**config.mk**
```make
export PLATFORM = sky130hd
export DESIGN_NAME = timer_ctrl
export DESIGN_NICKNAME = d
export VERILOG_FILES = /design/src/rtl/timer_pkg.sv /design/src/rtl/bcd_countdown.sv /design/src/rtl/timer_ctrl.sv
export SDC_FILE = /design/constraint.sdc
export NUM_CORES = 1
export LEC_CHECK = 0
export CORE_MARGIN = 2
export CORE_UTILIZATION = 55
export CTS_CLUSTER_SIZE = 16
export DETAILED_ROUTE_END_ITERATION = 16
export PLACE_DENSITY = 0.84
export SLEW_MARGIN = 40
export SYNTH_ARGS = -nofsm -noshare
export SYNTH_HDL_FRONTEND = slang
export SYNTH_SLANG_ARGS = --single-unit
export TNS_END_PERCENT = 30
```
**constraint.sdc**
```tcl
create_clock -name clk -period 3.9 [get_ports clk]
set_input_delay 0.975 -clock clk [delete_from_list [all_inputs] [get_ports clk]]
set_output_delay 0.975 -clock clk [all_outputs]
set_load 0.01 [all_outputs]
```
**src/rtl/timer_pkg.sv**
```systemverilog
// Shared types and constants for the microwave cook timer (timer_ctrl and bcd_countdown).
package timer_pkg;

  typedef logic [3:0] bcd_t;

  typedef enum logic [2:0] {
    ST_IDLE    = 3'd0,
    ST_SETTING = 3'd1,
    ST_COOKING = 3'd2,
    ST_PAUSED  = 3'd3,
    ST_DONE    = 3'd4
  } state_e;

  localparam bcd_t       BCD_ONES_MAX = 4'd9;
  localparam bcd_t       BCD_TENS_MAX = 4'd5;
  localparam logic [1:0] BEEP_COUNT   = 2'd3;

  function automatic logic bcd_valid(input bcd_t d);
    return d <= BCD_ONES_MAX;
  endfunction

endpackage

```
**src/rtl/bcd_countdown.sv**
```systemverilog
// Three-digit M:SS BCD register: clear, keypad shift-in, and 1 s decrement with borrow.
module bcd_countdown
  import timer_pkg::*;
(
  input  logic clk,
  input  logic clearn,
  input  logic clr,
  input  logic shift,
  input  bcd_t d,
  input  logic dec,
  output bcd_t min_o,
  output bcd_t tens_o,
  output bcd_t ones_o,
  output logic zero,
  output logic one_left
);

  bcd_t min_q, min_d;
  bcd_t tens_q, tens_d;
  bcd_t ones_q, ones_d;

  always_comb begin
    min_d  = min_q;
    tens_d = tens_q;
    ones_d = ones_q;
    if (clr) begin
      min_d  = 4'd0;
      tens_d = 4'd0;
      ones_d = 4'd0;
    end else if (shift) begin
      min_d  = tens_q;
      tens_d = ones_q;
      ones_d = d;
    end else if (dec && !zero) begin
      // Borrow ripples ones -> tens -> minutes; zero never decrements.
      if (ones_q != 4'd0) begin
        ones_d = ones_q - 4'd1;
      end else begin
        ones_d = BCD_ONES_MAX;
        if (tens_q != 4'd0) begin
          tens_d = tens_q - 4'd1;
        end else begin
          tens_d = BCD_TENS_MAX;
          min_d  = min_q - 4'd1;
        end
      end
    end else begin
      min_d  = min_q;
      tens_d = tens_q;
      ones_d = ones_q;
    end
  end

  always_ff @(posedge clk or negedge clearn) begin
    if (!clearn) begin
      min_q  <= 4'd0;
      tens_q <= 4'd0;
      ones_q <= 4'd0;
    end else begin
      min_q  <= min_d;
      tens_q <= tens_d;
      ones_q <= ones_d;
    end
  end

  assign min_o    = min_q;
  assign tens_o   = tens_q;
  assign ones_o   = ones_q;
  assign zero     = (min_q == 4'd0) && (tens_q == 4'd0) && (ones_q == 4'd0);
  assign one_left = (min_q == 4'd0) && (tens_q == 4'd0) && (ones_q == 4'd1);

endmodule

```
**src/rtl/timer_ctrl.sv**
```systemverilog
// Microwave cook timer: keypad entry, countdown control and door interlock.
// Optional DONE_BEEP_EN: alarm for three 1 Hz edges on DONE, then automatic return to IDLE.
module timer_ctrl
  import timer_pkg::*;
(
  input  logic       clk,
  input  logic       clearn,
  input  logic [3:0] D,
  input  logic       loadn,
  input  logic       pgt_1hz,
  input  logic       startn,
  input  logic       stopn,
  input  logic       door_closed,
  output logic       enablen,
  output logic       mag_on,
  output logic [3:0] min_bcd,
  output logic [3:0] sec_tens,
  output logic [3:0] sec_ones,
  output logic       done,
  output logic       beep
);

  // Event bits: all idle high (pgt_1hz is inverted) so one falling-edge test serves all.
  localparam int EV_KEY   = 3;
  localparam int EV_START = 2;
  localparam int EV_STOP  = 1;
  localparam int EV_TICK  = 0;

  logic [3:0] samp_q, samp_d, prev_q, prev_d;
  bcd_t       d_q, d_d;
  state_e     state_q, state_d;
  logic       key_fall, start_fall, stop_fall, tick_rise;
  logic       key_ok, start_ok, beep_last;
  logic       cnt_clr, cnt_shift, cnt_dec, cnt_zero, cnt_one_left;

  always_comb begin
    samp_d = {loadn, startn, stopn, ~pgt_1hz};
    prev_d = samp_q;
    d_d    = D;
  end

  always_ff @(posedge clk or negedge clearn) begin
    if (!clearn) begin
      samp_q  <= 4'b1111;
      prev_q  <= 4'b1111;
      d_q     <= 4'd0;
      state_q <= ST_IDLE;
    end else begin
      samp_q  <= samp_d;
      prev_q  <= prev_d;
      d_q     <= d_d;
      state_q <= state_d;
    end
  end

  assign key_fall   = prev_q[EV_KEY]   & ~samp_q[EV_KEY];
  assign start_fall = prev_q[EV_START] & ~samp_q[EV_START];
  assign stop_fall  = prev_q[EV_STOP]  & ~samp_q[EV_STOP];
  assign tick_rise  = prev_q[EV_TICK]  & ~samp_q[EV_TICK];

  // Current sec_ones becomes sec_tens after the shift, so it must stay within 0..5.
  assign key_ok   = bcd_valid(d_q) && (sec_ones <= BCD_TENS_MAX);
  assign start_ok = door_closed && !cnt_zero;

`ifdef DONE_BEEP_EN
  logic [1:0] beep_cnt_q, beep_cnt_d;

  always_comb begin
    if (state_q != ST_DONE) begin
      beep_cnt_d = 2'd0;
    end else if (tick_rise) begin
      beep_cnt_d = beep_cnt_q + 2'd1;
    end else begin
      beep_cnt_d = beep_cnt_q;
    end
  end

  always_ff @(posedge clk or negedge clearn) begin
    if (!clearn) begin
      beep_cnt_q <= 2'd0;
    end else begin
      beep_cnt_q <= beep_cnt_d;
    end
  end

  assign beep_last = (beep_cnt_q == (BEEP_COUNT - 2'd1));
`else
  assign beep_last = 1'b0;
`endif

  always_comb begin
    state_d   = state_q;
    cnt_clr   = 1'b0;
    cnt_shift = 1'b0;
    cnt_dec   = 1'b0;
    case (state_q)
      ST_IDLE: begin
        if (key_fall && key_ok) begin
          cnt_shift = 1'b1;
          state_d   = ST_SETTING;
        end else begin
          state_d = ST_IDLE;
        end
      end
      ST_SETTING: begin
        if (stop_fall) begin
          cnt_clr = 1'b1;
          state_d = ST_IDLE;
        end else if (start_fall && start_ok) begin
          state_d = ST_COOKING;
        end else if (key_fall && key_ok) begin
          cnt_shift = 1'b1;
        end else begin
          state_d = ST_SETTING;
        end
      end
      ST_COOKING: begin
        // Door beats stop beats tick; a masked tick does not decrement.
        if (!door_closed || stop_fall) begin
          state_d = ST_PAUSED;
        end else if (tick_rise) begin
          cnt_dec = 1'b1;
          state_d = cnt_one_left ? ST_DONE : ST_COOKING;
        end else begin
          state_d = ST_COOKING;
        end
      end
      ST_PAUSED: begin
        if (stop_fall) begin
          cnt_clr = 1'b1;
          state_d = ST_IDLE;
        end else if (start_fall && start_ok) begin
          state_d = ST_COOKING;
        end else begin
          state_d = ST_PAUSED;
        end
      end
      ST_DONE: begin
        if (stop_fall || key_fall || (tick_rise && beep_last)) begin
          state_d = ST_IDLE;
        end else begin
          state_d = ST_DONE;
        end
      end
      default: begin
        cnt_clr = 1'b1;
        state_d = ST_IDLE;
      end
    endcase
  end

  always_comb begin
    enablen = !((state_q == ST_IDLE) || (state_q == ST_SETTING));
    mag_on  = (state_q == ST_COOKING) && door_closed;
    done    = (state_q == ST_DONE);
`ifdef DONE_BEEP_EN
    beep    = (state_q == ST_DONE);
`else
    beep    = 1'b0;
`endif
  end

  bcd_countdown u_count (
    .clk      (clk),
    .clearn   (clearn),
    .clr      (cnt_clr),
    .shift    (cnt_shift),
    .d        (d_q),
    .dec      (cnt_dec),
    .min_o    (min_bcd),
    .tens_o   (sec_tens),
    .ones_o   (sec_ones),
    .zero     (cnt_zero),
    .one_left (cnt_one_left)
  );

endmodule

```
; ---- Yosys cells after proc, flatten, opt, wreduce, memory -nomap -nowiden
; Cells that the tools add are included.
[word_totals]
ff_bits = 27
input_bits = 11
out_inout_bits = 16
wordCells = 89
[op_classes]
n_addsub = 3
order_cmp = 2
n_eq_ne = 8
mux = 34
bitwise = 9
reduce_logical = 26
[ops]
columns = cell, n
row1 = 4-bit two-way mux, 14
row2 = 3-bit two-way mux, 7
row3 = 3-bit case mux with 5 select lines, 1
row4 = 4-bit logical NOT, 3
row5 = 4-bit by 1-bit subtractor with 4-bit output (second input constant), 3
row6 = 1-bit logical AND, 9
row7 = 1-bit two-way mux, 9
row8 = 4-bit nonzero test, 2
row9 = 3-bit by 2-bit == test with 1-bit output (second input constant), 2
row10 = 3-bit inequality test (second input constant), 2
row11 = 1-bit inverter, 5
row12 = 1-bit AND, 4
row13 = 4-bit by 1-bit == test with 1-bit output (second input constant), 1
row14 = 4-bit by 3-bit less-or-equal comparator with 1-bit output (second input constant), 1
row15 = 4-bit less-or-equal comparator (second input constant), 1
row16 = 4-bit inequality test (second input constant), 1
row17 = 1-bit case mux with 2 select lines, 2
row18 = 3-bit by 1-bit == test with 1-bit output (second input constant), 1
row19 = 3-bit == test (second input constant), 1
row20 = 1-bit logical NOT, 3
row21 = 3-bit logical NOT, 1
row22 = 1-bit logical OR, 3
row23 = 3-bit AND reduction, 1
row24 = 3-bit nonzero test, 1
row25 = other kinds (4), 4

; ---- Depth between registers and ports, before layout
; Gate-level depths: netlist (run 1).
[logic_depth]
depth_word = 11
mapped_depth = 7
depth_no_buf = 7

; ---- Cells and area by module
; Synthesis (run 1) repeated with hierarchy kept, for this count alone.
[unflattened]
cells_unflattened = 129
hier_area_um2 = 1348.8
[by_module_without_submodules]
columns = mod, n_inst, cells_per_inst, area_each_um2, seq_area_each_um2
row1 = bcd_countdown, 1, 82, 770.7, 300.3
row2 = timer_ctrl, 1, 47, 578.1, 385.4

; ---- Least setup slack after synthesis (run 1)
; No wires, ideal clock.
[synth_timing]
path_type = in2out
startpoint = input door_closed
endpoint = output mag_on
arrival_time_ns = 1.254
t_required_ns = 2.925
setup_slack_ns = 1.671
cell_stages = 1
path_buffers = 0
cell_sequence = and4bb_2
[synth_between]
elab_chain_len = 1
[synth_rtl]
columns = item, line
row1 = start: declaration, timer_ctrl.sv:13  ; input logic door_closed,
row2 = 1-bit logical AND, timer_ctrl.sv:154  ; mag_on = (state_q == ST_COOKING) && door_closed;
row3 = end: declaration, timer_ctrl.sv:15  ; output logic mag_on,
; No other way between the ends.

; ---- Worst setup path in the final report (run 1)
; Same ends and word-level chain as after synthesis.

==> results of run 1 <==
-- metal layers --
| metal | vias up | GRT usage, % | wire (um) |
|---|---|---|---|
| met5 | - | 0 | 0 |
| met2 | 51 | 38.49 | 1588 |
| li1 | 563 | - | - |
| met4 | 0 | 12.60 | 70 |
| met1 | 570 | 28.25 | 1242 |
| met3 | 8 | 4.032 | 184 |
-- placed cells by master (no fill, tap or decap), types with 6 or more instances in the layout --
master	count
dfrtp_1	19
clkdlybuf4s50_1	24
nor3_1	7
o31ai_1	6
a21oi_1	15
dfstp_2	8
nor2_1	9
-- metrics by stage --
stage / worst slack [ns] / cells / hold slack, ns / utilization, %
floorplan: 1.671 / 138 / 0.3506 / -
global placement: 0.6271 / 188 / 0.3551 / 68.38
detailed placement: 0.5930 / 188 / 0.3562 / 68.18
CTS: 0.5934 / 192 / 0.3760 / 69.29
global route: 0.5409 / 192 / 0.3814 / 69.29
finish: 0.5869 / 192 / 0.3749 / 69.29
-- final cells by class --
type	instances	share of cell area [%]
multi-input combinational	100	40.45
clock buffer	3	1.312
timing repair buffer	26	14.72
sequential	27	39.94
tap	30	2.187
clock inverter	1	0.2915
inverter	5	1.093
-- sequential cells by signal (all words and copies together) (netlist names) --
register / count
d_q: 4
prev_d: 4
prev_q: 4
u_count.min_o: 4
u_count.ones_o: 4
u_count.tens_o: 4
state_q: 3
-- kinds of logic (layout without fill, tap and decap cells) --
group,count (synthesis),after routing
AND/OR/NAND/NOR,53,53
multiplexers,2,2
flip-flops,27,27
adder cells (fa/ha/maj),1,1
buffers and inverters,11,35
XOR/XNOR,5,5
other,1,1
AO/OA/AOI/OAI,38,38
-- worst max-delay path, cell delays in order --
cell and delay (ns):
clkdlybuf4s50_1 0.53, and4bb_2 0.29, clkdlybuf4s50_1 0.54
-- synth_stat cells (2+ instances only) --
cell and n:
o31ai_1 6, or2_2 2, nor2_1 9, buf_2 3, inv_1 5, dfrtp_1 19
xnor2_1 5, nor3_1 7, nand2_1 5, o31a_1 2, o21ai_0 2, a21oi_1 15
or4_1 2, nand3_1 5, nand2b_1 3, a211oi_1 3, and4bb_2 2, dfstp_2 8
nand4_2 2, nor2b_1 2
-- power by group --
| part | internal (mW) | total, mW | switching, mW |
|---|---|---|---|
| sequential | 0.354 | 0.481 | 0.127 |
| clock | 0.0385 | 0.121 | 0.0821 |
| combinational | 0.255 | 0.486 | 0.232 |
| total | 0.647 | 1.09 | 0.441 |
-- worst max-delay path by stage --
| stage | cells after the start | start | to |
|---|---|---|---|
| floorplan | 1 | door_closed | mag_on |
| CTS | 3 | door_closed | mag_on |
| finish | 3 | door_closed | mag_on |
| detailed placement | 3 | door_closed | mag_on |
| global placement | 3 | door_closed | mag_on |
| global route | 3 | door_closed | mag_on |
==> run_results.csv, run 1 <==
group,metric,value,unit
setup_path,cp.required,2.92,ns
floorplan,die_w,55.11,um
placed_design,dp_hpwl,2.337,mm
logic_synthesis,synth_sequential_area_ratio,47.74,%
finish,drive_above_1_share,16.67,%
global_route,grt_use_total,23.07,%
detailed_routing,vias_per_cell,6.208,
finish,multiInputGateArea,694.4,um^2
pwr,p_leak,0.6535,nW
logic_synthesis,synth_async_sr_flop_share,100.0,%
hold_path,hold_class,"reg2reg",
logic_synthesis,synth_simple_gate_area_share,24.65,%
sta,setup_violations,0,
logic_synthesis,synthXorXnorAreaFrac,3.049,%
pwr,ir_worst_vdd,0.4818,mV
clock_network,clock_latency,0.33,ns
clock_network,cts-buffers-inserted,3,
flow_run,maxCapViolations,0,
sta,final_hold_viol_count,0,
pwr,total_power,1.088,mW
setup_path,crit_path_end_kind,"output port",
placed_design,place_congestion,0.8644,
logic_synthesis,synth_top_family_by_area,"simple AND/OR/NAND/NOR gates",
logic_synthesis,yosysTopAreaCellShare,33.10,%
clock_network,cts_tree,"done",
finish,nFillCells,191,
floorplan,rows,18,
finish,num_antenna_cells,0,
sta,tightest_slew,0.5140,ns
logic_synthesis,synthTopCellsByArea,"dfrtp_1 33%, dfstp_2 15%, a21oi_1 5.2%",
setup_path,cp-start-kind,"primary input",
floorplan,dieArea,3037,um^2
detailed_routing,drc,0,
logic_synthesis,synth_area,1436,um^2
floorplan,dieHeight,55.11,um
logic_synthesis,synth_edf_count,0,
finish,regArea,685.7,um^2
sta,finalSetupTns,0,ns
finish,nNetsFinal,175,
placed_design,place_area,1689,um^2
clock_network,cts_root_buffer,"clkbuf_4",
setup_path,rr_worst_depth,4,
sta,slew_violations,0,
setup_path,criticalPathCategory,"in2out",
logic_synthesis,yosysWarnings,0,
clock_network,clock-sinks,27,
hold_path,holdPathStages,0,
logic_synthesis,synth-main-ff-cell,"dfrtp_1",
sta,fin_crit_sh,84.95,%
placed_design,io_buffers,25,
clock_network,post-cts-setup-buffers,0,
logic_synthesis,yosys.area_share.adder,0.8711,%
floorplan,fp.coreArea,2477,um^2
sta,fin_worst_skew,0.006834,ns
global_route,globalRouteOverflowTotal,0,
global_route,grt_max_degree,25,
clock_network,htreeDepth,1,
detailed_routing,drtPass1Iterations,4,
detailed_routing,wl_per_cell,16.07,um
global_route,grt_first_pass_wirelength,4.850,mm
sta,period_needed,3.313,ns
finish,final_cell_area,1717,um^2
detailed_routing,routed_wirelength,3.085,mm
logic_synthesis,syn_nets,150,
logic_synthesis,syn_avg_cell_area,10.41,um^2
logic_synthesis,synth_seq_cells,27,
global_route,antenna_found_initial,0,
pwr,p_per_area,633.9,nW/um^2
hold_path,holdPathEnd,"prev_q[2]",
detailed_routing,detail-route-antenna-nets,0,
logic_synthesis,yosysTopAreaCell,"dfrtp_1",
sta,fmax,0.3018,GHz
detailed_routing,vias,1192,
clock_network,clockBufferDepth,2,
setup_path,crit_fanout,4,
run_status,outcome,"complete, no violations",
hold_path,hp-start,"prev_d[2]",
setup_path,critPathArrivalTime,2.34,ns
logic_synthesis,synth_mux_area_share,1.481,%
logic_synthesis,synth-compound-area-share,18.03,%
floorplan,io_pins,27,
detailed_routing,drtIter0Drc,31,
global_route,grt_pass1_vias,1106,
clock_network,cts_resized,0,
sta,rsz0062_at_grt,"no",
clock_network,hold_buffers,0,
setup_path,reg2reg_slack,1.81,ns
clock_network,clkTransAtPathRegs,0.14,ns
finish,synthToLayoutAreaGrowth,19.51,%
logic_synthesis,synthCells,138,
setup_path,reg2reg_from,"prev_q[1]",
sta,relSlewSlack,65.50,%
floorplan,start_util,57.98,%
setup_path,worstReg2RegEnd,"u_count.tens_o[3]",
logic_synthesis,synthDistinctLibCells,51,
No activity file was read; power rests on OpenSTA's default activity.
==> run 2, diff against run 1 <==
--- a/config.mk
+++ b/config.mk
@@ -6,10 +6,10 @@
 export NUM_CORES = 1
 export LEC_CHECK = 0
 export CORE_MARGIN = 2
-export CORE_UTILIZATION = 55
+export CORE_UTILIZATION = 46
 export CTS_CLUSTER_SIZE = 16
 export DETAILED_ROUTE_END_ITERATION = 16
-export PLACE_DENSITY = 0.84
+export PLACE_DENSITY = 0.75
 export SLEW_MARGIN = 40
 export SYNTH_ARGS = -nofsm -noshare
 export SYNTH_HDL_FRONTEND = slang
==> constraint.sdc (replaced) <==
create_clock -name clk -period 3 [get_ports clk]
set_input_delay 0.75 -clock clk [delete_from_list [all_inputs] [get_ports clk]]
set_output_delay 0.75 -clock clk [all_outputs]
set_load 0.01 [all_outputs]
==> run 2 against run 1 <==
Sequential power grew 29%. Die area increased by 18%. Wire length is 4.0% lower. Sequential share of layout area shrank 0.37 points. Non-clock buffer count increased by 1. Cell count up 2.1%. Core utilization fell by 12 points. Flip-flop and latch count did not move. Via count shrank 0.42%.
==> run_results.csv, run 2 (same netlist as run 1, synthesis figures left out) <==
group,metric,value,unit
sta,fin_crit_sh,95.24,%
finish,nNetsFinal,176,
setup_path,critPathMostFrequentCell,"clkdlybuf4s50_1",
pwr,swShare,39.68,%
detailed_routing,routed_wirelength,2.961,mm
global_route,grt_use_total,18.87,%
setup_path,slowest_stage,"clkdlybuf4s50_1",
setup_path,crit_chain,"clkdlybuf4s50_1 > and4bb_2 > clkdlybuf4s50_1",
sta,fmax,0.3500,GHz
floorplan,fp.coreArea,3003,um^2
clock_network,cts_root_buffer,"clkbuf_4",
sta,rsz0062_at_grt,"no",
floorplan,dieArea,3586,um^2
finish,final_cell_mix,"25 x clkdlybuf4s50_1, 19 x dfrtp_1, 15 x a21oi_1, 9 x nor2_1, 8 x dfstp_2",
detailed_routing,detail-route-antenna-nets,0,
floorplan,dieHeight,59.88,um
clock_network,cts_tree,"done",
setup_path,crit_fanout,4,
global_route,globalRouteOverflowTotal,0,
pwr,intPower,0.8433,mW
clock_network,clkTransAtPathRegs,0.14,ns
setup_path,criticalPathCategory,"in2out",
placed_design,dp_hpwl,2.177,mm
finish,multiInputGateArea,694.4,um^2
setup_path,cp.required,2.25,ns
hold_path,hold_class,"reg2reg",
pwr,seqPwrFrac,44.3,%
run_status,outcome,"complete, no violations",
clock_network,clock-sinks,27,
detailed_routing,wl_per_cell,15.11,um
sta,slew_violations,0,
finish,synthToLayoutAreaGrowth,20.64,%
global_route,grt_first_pass_wirelength,5.147,mm
flow_run,maxCapViolations,0,
detailed_routing,drc,0,
pwr,ir_worst_vdd,0.4382,mV
setup_path,cp-start-kind,"primary input",
sta,period_needed,2.857,ns
global_route,antenna_found_initial,0,
sta,final_hold_viol_count,0,
floorplan,start_util,47.83,%
clock_network,htreeDepth,1,
clock_network,post-cts-setup-buffers,0,
pwr,p_per_area,806.8,nW/um^2
detailed_routing,drtIter0Drc,42,
placed_design,place_congestion,0.9047,
pwr,p_clk_share,10.8,%
pwr,p_sw,0.5548,mW
global_route,grt_pass1_vias,1138,
clock_network,clockBufferDepth,2,
setup_path,critPathArrivalTime,2.11,ns
floorplan,die_w,59.88,um
sta,tightest_slew,0.5444,ns
sta,fin_worst_skew,0.005454,ns
setup_path,slowest_delay,0.55,ns
detailed_routing,vias,1187,
finish,regArea,685.7,um^2
pwr,comb_power_share,44.9,%
sta,finalSetupTns,0,ns
global_route,grt_max_degree,28,
floorplan,io_pins,27,
clock_network,hold_buffers,0,
finish,nFillCells,262,
clock_network,cts_resized,0,
finish,layout_commonest_cell,"clkdlybuf4s50_1",
clock_network,clock_latency,0.32,ns
sta,setup_violations,0,
pwr,p_leak,0.6587,nW
finish,num_antenna_cells,0,
clock_network,cts-buffers-inserted,3,
placed_design,io_buffers,25,
setup_path,crit_path_end_kind,"output port",
detailed_routing,vias_per_cell,6.056,
floorplan,rows,20,
detailed_routing,drtPass1Iterations,4,
sta,hold_slack,0.3747,ns
sta,relSlewSlack,63.46,%
finish,drive_above_1_share,16.56,%
[run 2: cell types whose count changed in the layout (fill, tap and decap cells not counted)]
cell	change
buf_4	+1
buf_2	-1
clkdlybuf4s50_1	+1
[run 2: metal layers]
metal	share of wire, %	GRT usage, %	up-vias
li1	-	-	570
met1	46	27.08	576
met2	50	29.97	39
met3	4.1	2.381	2
met4	0.51	5.397	0
met5	0	0	-
[run 2: final timing paths]
path	slack, ns	end	start	depth (start not counted)
setup / recovery	0.14	mag_on	door_closed	3
hold / removal	0.37	prev_q[3]	prev_d[3]	0
setup reg to reg	0.95	u_count.tens_o[3]	u_count.min_o[0]	6
hold reg to reg	0.37	prev_q[3]	prev_d[3]	0
max in group asynchronous	1.93	prev_q[2]	clearn	2
min in group asynchronous	0.78	u_count.ones_o[1]	clearn	2
[run 2: power groups by stage]
stage / clock [mW] / sequential (mW) / combinational, mW
3_5_place_dp: 0 / 0.626 / 0.628
2_1_floorplan: 0 / 0.604 / 0.379
6_report: 0.151 / 0.619 / 0.628
4_1_cts: 0.159 / 0.617 / 0.632
3_3_place_gp: 0 / 0.622 / 0.617
5_1_grt: 0.176 / 0.638 / 0.700
[run 2: worst max-delay path: cells and delay by family]
family | cells | cell delay, ns
buffers and inverters | 2 | 1.07
and+or+nand+nor | 1 | 0.29
[run 2: through the flow]
step / setup WS (ns) / power [mW] / std cells / utilization, % / area, um^2
floorplan: 1.021 / 0.9834 / 138 / - / 1436
global placement: 0.1714 / 1.239 / 192 / 56.79 / 1705
detailed placement: 0.1453 / 1.253 / 192 / 56.79 / 1705
CTS: 0.1441 / 1.409 / 196 / 57.71 / 1733
global route: 0.1054 / 1.514 / 196 / 57.71 / 1733
finish: 0.1427 / 1.398 / 196 / 57.71 / 1733
[run 2: layout make-up]
type	count	share of cell area, %
Clock inverter	1	0.2888
Inverter	5	1.083
Clock buffer	3	1.300
Sequential cell	27	39.57
Tap cell	33	2.383
Multi-Input combinational cell	100	40.07
Timing Repair Buffer	27	15.31
==> run 3, diff against run 2 <==
--- a/config.mk
+++ b/config.mk
@@ -10,6 +10,7 @@
 export CTS_CLUSTER_SIZE = 16
 export DETAILED_ROUTE_END_ITERATION = 16
 export PLACE_DENSITY = 0.75
+export REMOVE_ABC_BUFFERS = 1
 export SLEW_MARGIN = 40
 export SYNTH_ARGS = -nofsm -noshare
 export SYNTH_HDL_FRONTEND = slang
==> run 3 against run 2 <==
Core utilization increased by 0.12 points. Global-route usage fell by 0.060 points. Non-clock buffer count did not move. Critical path depth unchanged. Cell count is the same. Worst setup slack worse by 0.0032 ns. Register-to-register slack got worse by 0.02 ns. Clock power grew 15%. Final area grew 0.22%. Worst hold slack gained 0.00052 ns. Wire length is 1.9% higher. First-iteration DRC count grew 7.1%. Critical path type unchanged. Critical endpoint unchanged.
==> run_results.csv, run 3 (same netlist as run 1, synthesis figures left out) <==
group,metric,value,unit
detailed_routing,drtIter0Drc,45,
finish,drive_above_1_share,16.56,%
sta,fin_crit_sh,95.35,%
clock_network,cts_resized,0,
placed_design,dp_slack,0.1440,ns
clock_network,cts-buffers-inserted,3,
detailed_routing,vias_per_cell,5.939,
finish,synthToLayoutAreaGrowth,20.91,%
hold_path,hold_class,"reg2reg",
setup_path,slowest_delay,0.55,ns
clock_network,hold_buffers,0,
global_route,globalRouteOverflowTotal,0,
finish,nFillCells,275,
setup_path,crit_chain,"clkdlybuf4s50_1 > and4bb_2 > clkdlybuf4s50_1",
sta,period_needed,2.861,ns
sta,relSlewSlack,62.35,%
placed_design,place_congestion,0.8796,
clock_network,clockBufferDepth,2,
finish,multiInputGateArea,694.4,um^2
floorplan,start_util,47.83,%
setup_path,critPathArrivalTime,2.11,ns
clock_network,htreeDepth,1,
detailed_routing,wl_per_cell,15.39,um
setup_path,slowest_stage,"clkdlybuf4s50_1",
setup_path,crit_path_end_kind,"output port",
sta,fmax,0.3496,GHz
clock_network,clkTransAtPathRegs,0.16,ns
finish,layout_commonest_cell,"clkdlybuf4s50_1",
sta,slew_violations,0,
flow_run,maxCapViolations,0,
finish,regArea,685.7,um^2
sta,rsz0062_at_grt,"no",
floorplan,dieHeight,59.88,um
placed_design,dp_hpwl,2.218,mm
sta,fin_ws,0.1395,ns
clock_network,clock-sinks,27,
setup_path,cp.required,2.25,ns
floorplan,io_pins,27,
global_route,antenna_found_initial,0,
global_route,grt_max_degree,28,
detailed_routing,detail-route-antenna-nets,0,
run_status,outcome,"complete, no violations",
setup_path,critPathMostFrequentCell,"clkdlybuf4s50_1",
detailed_routing,drtPass1Iterations,4,
clock_network,cts_tree,"done",
sta,setup_violations,0,
clock_network,clock_latency,0.33,ns
finish,final_cell_mix,"25 x clkdlybuf4s50_1, 19 x dfrtp_1, 15 x a21oi_1, 9 x nor2_1, 8 x dfstp_2",
setup_path,criticalPathCategory,"in2out",
sta,finalSetupTns,0,ns
global_route,grt_first_pass_wirelength,5.140,mm
finish,num_antenna_cells,0,
clock_network,post-cts-setup-buffers,0,
setup_path,cp_num_buf_inv,2,
finish,nNetsFinal,176,
pwr,p_per_area,822.7,nW/um^2
clock_network,cts_root_buffer,"clkbuf_4",
pwr,ir_worst_vdd,0.3522,mV
detailed_routing,drc,0,
floorplan,rows,20,
pwr,p_leak,0.6593,nW
setup_path,crit_fanout,4,
global_route,grt_pass1_vias,1142,
global_route,grt_use_total,18.82,%
floorplan,dieArea,3586,um^2
setup_path,cp-start-kind,"primary input",
sta,final_hold_viol_count,0,
detailed_routing,vias,1164,
floorplan,die_w,59.88,um
sta,tightest_slew,0.5610,ns
sta,fin_worst_skew,0.004399,ns
placed_design,io_buffers,25,
setup_path,cp_top_family,"buffers and inverters",
floorplan,fp.coreArea,3003,um^2
detailed_routing,routed_wirelength,3.017,mm
run 3: worst paths after layout:
check / startpoint / end / slack (ns) / depth (start not counted)
worst max-delay path: door_closed / mag_on / 0.14 / 3
worst min-delay path: prev_d[2] / prev_q[2] / 0.38 / 0
worst min register to register: prev_d[2] / prev_q[2] / 0.38 / 0
min in group asynchronous: clearn / u_count.ones_o[0] / 0.76 / 2
worst max register to register: u_count.ones_o[1] / u_count.tens_o[0] / 0.93 / 6
max in group asynchronous: clearn / prev_d[0] / 1.95 / 2
run 3: area by class of cell:
class | count | share of cell area (%)
inverters | 5 | 1.081
clock buffers | 3 | 1.297
repair buffers | 27 | 15.27
clock inverters | 1 | 0.5043
flip-flops and latches | 27 | 39.48
multi-input cells | 100 | 39.99
well taps | 33 | 2.378
run 3: where the power goes:
group | internal, mW | switching, mW | total, mW
sequential | 0.460 | 0.163 | 0.622
combinational | 0.333 | 0.299 | 0.632
clock | 0.0545 | 0.120 | 0.174
total | 0.847 | 0.581 | 1.43
run 3: per-layer routing:
layer  part of all wire (%)  wire (um)  track usage [%]
met3                    4.2        128            2.165
met2                     49       1491            32.76
met5                      0          0                0
met1                     45       1360            24.76
met4                    1.2         36            4.762
run 3: per-stage QoR:
step                      instance area, um^2  hold WS, ns  util [%]  power (mW)  std cells
after floorplan                          1399       0.3506         -      0.9680        132
after global placement                   1705       0.3519     56.79       1.239        192
after detailed placement                 1705       0.3545     56.79       1.258        192
after CTS                                1737       0.3757     57.83       1.432        196
after global routing                     1737       0.3792     57.83       1.533        196
final                                    1737       0.3752     57.83       1.429        196
